File: src/rtl/button_debounce.sv
// Four-channel push-button debouncer with press/release pulses.
// Optional long-press detection is enabled by defining BUTTON_HOLD_EN.
module button_debounce #(
  parameter int DB_BITS   = 16,
  parameter int HOLD_BITS = 24
) (
  input  logic       sysclk,
  input  logic       reset,
  input  logic [3:0] button_in,
  output logic [3:0] db_out,
  output logic [3:0] press,
  output logic [3:0] release_pulse,
  output logic [3:0] held
);

  logic [3:0]         s1;
  logic [3:0]         s2;
  logic [DB_BITS-1:0] cnt [4];
  logic [3:0]         flip;

  // A channel flips once the mismatch has survived a full counter span.
  always_comb begin
    flip = '0;
    for (int i = 0; i < 4; i++)
      flip[i] = (s2[i] != db_out[i]) && (&cnt[i]);
  end

  always_ff @(posedge sysclk) begin
    if (reset) begin
      s1            <= '0;
      s2            <= '0;
      db_out        <= '0;
      press         <= '0;
      release_pulse <= '0;
      for (int i = 0; i < 4; i++)
        cnt[i] <= '0;
    end else begin
      s1            <= button_in;
      s2            <= s1;
      db_out        <= db_out ^ flip;
      press         <= flip & s2;
      release_pulse <= flip & ~s2;
      for (int i = 0; i < 4; i++) begin
        if ((s2[i] == db_out[i]) || flip[i])
          cnt[i] <= '0;
        else
          cnt[i] <= cnt[i] + DB_BITS'(1);
      end
    end
  end

`ifdef BUTTON_HOLD_EN
  logic [HOLD_BITS-1:0] hcnt  [4];
  logic [HOLD_BITS-1:0] hnext [4];

  always_comb begin
    for (int i = 0; i < 4; i++)
      hnext[i] = hcnt[i] + HOLD_BITS'(1);
  end

  // The hold count restarts on any edge where db_out is low or changing.
  always_ff @(posedge sysclk) begin
    if (reset) begin
      held <= '0;
      for (int i = 0; i < 4; i++)
        hcnt[i] <= '0;
    end else begin
      for (int i = 0; i < 4; i++) begin
        if (!db_out[i] || flip[i]) begin
          hcnt[i] <= '0;
          held[i] <= 1'b0;
        end else if (!(&hcnt[i])) begin
          hcnt[i] <= hnext[i];
          if (&hnext[i])
            held[i] <= 1'b1;
        end
      end
    end
  end
`else
  assign held = '0;
`endif

endmodule
File: config.mk
export PLATFORM = sky130hd
export DESIGN_NAME = button_debounce
export DESIGN_NICKNAME = d
export VERILOG_FILES = /design/src/rtl/button_debounce.sv
export SDC_FILE = /design/constraint.sdc
export NUM_CORES = 1
export LEC_CHECK = 0
export ABC_AREA = 1
export BUFFER_PORTS_ARGS = -buffer_cell sky130_fd_sc_hd__buf_2
export CORE_MARGIN = 2
export CORE_UTILIZATION = 35
export DETAILED_ROUTE_END_ITERATION = 7
export PLACE_DENSITY = 0.62
export SYNTH_ARGS = -nofsm -noshare
export SYNTH_HDL_FRONTEND = slang
export SYNTH_SLANG_ARGS = --single-unit
File: constraint.sdc
create_clock -name sysclk -period 1.5 [get_ports sysclk]
set_input_delay 0 -clock sysclk [delete_from_list [all_inputs] [get_ports sysclk]]
set_output_delay 0 -clock sysclk [all_outputs]
set_load 0.02 [all_outputs]
== Word level (Yosys, flattened, before mapping) ==
Memories as Yosys holds them, arrays and structs flattened.
Cells that the tools add are included.
Word-level totals
  bits in registers: 20
  input bits: 6
  memory bits (writable): 64
  word-level logic and storage cells: 76
  memories kept: 1
Cells by class
  equal/unequal tests: 8
  add/sub/neg operators: 4
  bitwise gates (word level): 12
  multiplexer cells: 34
  reduce and logical (&&, ||, !) cells: 12
Memories
  cnt: depth 4, bits a word 16, read ports 4, clocked after memory_dff 0, wr ports 4, line 18  | logic [DB_BITS-1:0] cnt [4];
Operators by type and width (count)
  $mux W16: 8
  $add A16 B1 Y16 const B: 4
  $reduce_and A16 Y1: 4
  $mux W1: 26
  $and A4 B4 Y4: 2
  $or A1 B1 Y1: 8
  $eq A1 B1 Y1: 4
  $logic_and A1 B1 Y1: 4
  $logic_or A1 B1 Y1: 4
  $ne A1 B1 Y1: 4
  $not A4 Y4: 1
  $xor A4 B4 Y4: 1

== Longest topological paths before layout ==
An unclocked memory read counts as a cell.
  depth after elaboration: 9
  depth in mapped cells: 9
  mapped depth without buffers: 8

== Least setup slack after synthesis ==
Ideal clock, no wire load.
  path type: register to register
  start point: mem cnt[2][0]
  end point: mem cnt[2][5], data pin
  required time: 1244 ps
  cell stages (with the launch flop): 8
  period minus slack after synthesis: 1469 ps
  data arrival time: 1213 ps
  path slack: 31 ps
  cells stage by stage: edfxtp_1 -> ha_1 -> nand3_2 -> inv_1 -> nand2_2 -> o21bai_4 -> buf_8 -> nor2_2
RTL lines (line)
  start, declared: 18

==> flow_summary.toml <==
[run_status]
status = "completed"

[floorplanning]
dieArea_um2 = 14180
rows = 42
fp.coreArea_um2 = 13090
die_height_um = 119.1
dieWidth_um = 119.1
io_pins = 22
start_util_pct = 35.43

[timing]
rsz0062_at_grt = "true"
hold_viol_final = 0
finalCritPeriodShare_pct = 99.22
setup_violations = 0
finalClockSkew_ps = 6.653
max_freq_mhz = 671.9
min_period_ps = 1488
setup_ws_ps = 11.77
finalMaxSlewViolations = 0

[grt]
track_usage_pct = 13.59
met3_usage_pct = 3.400
grt_pass1_vias = 3573
top_usage_layer = "met2"
use_met2_pct = 22.63
antenna_found_initial = 0
grt_max_degree = 14
grt_pass1_wl_um = 15570
met1_usage_pct = 16.78
grt_remaining_overflow = 0

[setup_path]
cp_max_fo = 5
crit_chain = "ha_4 > nand2_4 > nor2_4 > nand2_4 > o21bai_4 > buf_6 > nor2_1"
arrival_ps = 1590
path_class = "flop to flop"
path_common_cell = "nand2_4"
crit_buf_inv = 1
worst_ep_required_time_ps = 1600
endpoint_kind = "flop"
critPathTopFamily = "flip-flops"
crit_path_start_kind = "flop"
timing.critical_path.slowest_stage_cell = "edfxtp_1"
cp_slowest_stage_delay_ps = 400

[drt]
drtIter0Drc = 193
via_per_inst = 4.322
drt-total-wl_um = 9413
drtAntennaViolNets = 0
drc = 0
dr.pass1.iters = 4
wl_per_cell_um = 10.70
vias = 3803

[power]
clkPwrFrac_pct = 40.9
pwr-share-seq_pct = 52.8
switching_share_pct = 23.13
combPwrFrac_pct = 6.3
p_per_area_nw_per_um2 = 839.7
finalPower_mw = 5.049
p_sw_mw = 1.168
intPower_mw = 3.881
ir_worst_vdd_mv = 0.5692
power.leakage_nw = 2.633

[synth]
syn_inst = 565
post_synth_and_or_nand_nor_area_fraction_pct = 31.82
synth.mux.area_fraction_pct = 0
synth_top_family_by_area = "simple AND/OR/NAND/NOR gates"
ys_warn_count = 0
synth_seq_cells = 84
syn_avg_cell_area_um2 = 8.205
synth_fa_ha_area_share_pct = 1.080
synth_compound_area_share_pct = 3.779
synthesis.area_um2 = 4636
seq_area_frac_synth_pct = 50.09
synthXorXnorAreaFrac_pct = 5.290
synth_cell_types = 31

[layout]
layout_common_cells = "133 x nand2_1, 96 x nor2_1, 71 x inv_1, 68 x conb_1, 64 x edfxtp_1"
finalNonFillerCells = 880
final_common_cell = "nand2_1"
areaGrowthSynthToFinish_pct = 29.72
nets = 709
diodes = 0
drive_gt1_share_pct = 21.88
fin_util_pct = 45.96

[placed_design]
hpwl_um = 6594
dp.cells = 841
gp_congestion = 0.8769
post-place-ws_ps = -110.0
port_buffers = 17

[min_path]
hp-class = "primary input to flop"

[clock_tree]
ctsHtreeMaxLevel = 3
clk_latency_ps = 340
clockBufferDepth = 2
clk_pin_slew_worst_paths_ps = 60
clkSinkCount = 84
cts_buffers = 9
cts_root_buffer = "clkbuf_16"
cts_tree = "done"

[job]
max_cap_violations = 0
==> repair_timing <==
item | 4_1_cts | 5_1_grt
hold buffers | 4 | 0
setup buffers | 2 | 14
hold endpoints to repair | 4 | 0
gates resized for setup | 17 | 54
endpoints found under the setup margin | 53 | 62
pin swaps | 6 | 12
gates cloned | 2 | 1
==> cells by family after synthesis <==
group	Yosys count
and+or+nand+nor	338
DFF	84
buffers and inverters	83
xor gates and xnor gates	28
AOI/OAI and AO/OA	26
adders and majority gates	4
other	2
==> state kept, by name, indices dropped and copies added, names as in the netlist, named ones only <==
register	flops
cnt	64
press	4
release_pulse	4
s1	4
s2	4
==> power groups by stage <==
stage | logic, mW | registers (mW) | clock network, mW
floorplan | 0.203 | 2.69 | 0
global placement | 0.256 | 2.71 | 0
detailed placement | 0.260 | 2.71 | 0
CTS | 0.280 | 2.66 | 2.11
global route | 0.365 | 2.68 | 2.20
finish | 0.318 | 2.67 | 2.07
==> cell type report <==
class | count | area, um2
multi-input combinational | 466 | 2449
clock buffer | 12 | 246.5
fill | 1265 | 7072
sequential | 84 | 2322
tap | 176 | 220.2
clock inverter | 4 | 23.77
timing repair buffer | 64 | 474.2
inverter | 74 | 277.8
==> per-stage QoR <==
step                      setup TNS (ps)  hold WS [ps]  instance area, um2
final                                  0         27.52                6013
after CTS                         -373.7         18.61                5704
after global routing              -795.0         55.74                6013
after floorplan                        0         107.0                4883
after detailed placement           -1890         249.9                5301
after global placement                 0         243.9                5301
==> worst reg2reg max path, stage by stage, from the launching register on <==
cell and delay, ps:
edfxtp_1 400, ha_4 160, nand2_4 60, nor2_4 150, nand2_4 100, o21bai_4 180
buf_6 150, nor2_1 50
==> path summary, 6_finish.rpt <==
path,from,slack [ps],cells past startpoint,endpoint
setup reg to reg,cnt[0][0],10,7,cnt[0][10]
hold reg to reg,s1[0],400,2,s2[0]
setup / recovery,cnt[0][0],10,7,cnt[0][10]
hold / removal,reset,30,4,release_pulse[0]
==> synthesized netlist by cell type (all sizes together) <==
library cell / count / area, um2
a21oi: 15 / 75.07
and3: 2 / 12.51
buf: 8 / 78.82
clkbuf: 1 / 3.750
conb: 2 / 7.510
dfxtp: 20 / 400.4
edfxtp: 64 / 1922
ha: 4 / 50.05
inv: 74 / 277.8
nand2: 147 / 574.3
nand3: 34 / 175.2
nand3b: 2 / 27.53
nand4: 13 / 81.33
nor2: 133 / 561.8
nor3: 2 / 10.01
nor3b: 1 / 7.510
o21ai: 2 / 10.01
o21bai: 9 / 90.09
or2: 4 / 25.03
xnor2: 14 / 122.6
xor2: 14 / 122.6
==> routing by layer <==
layer	share of wire [%]	up-vias
met5	0	-
met1	47	1737
met4	1.9	0
met3	2.9	16
li1	-	1998
met2	49	52
No activity file was read; power rests on OpenSTA's default activity.
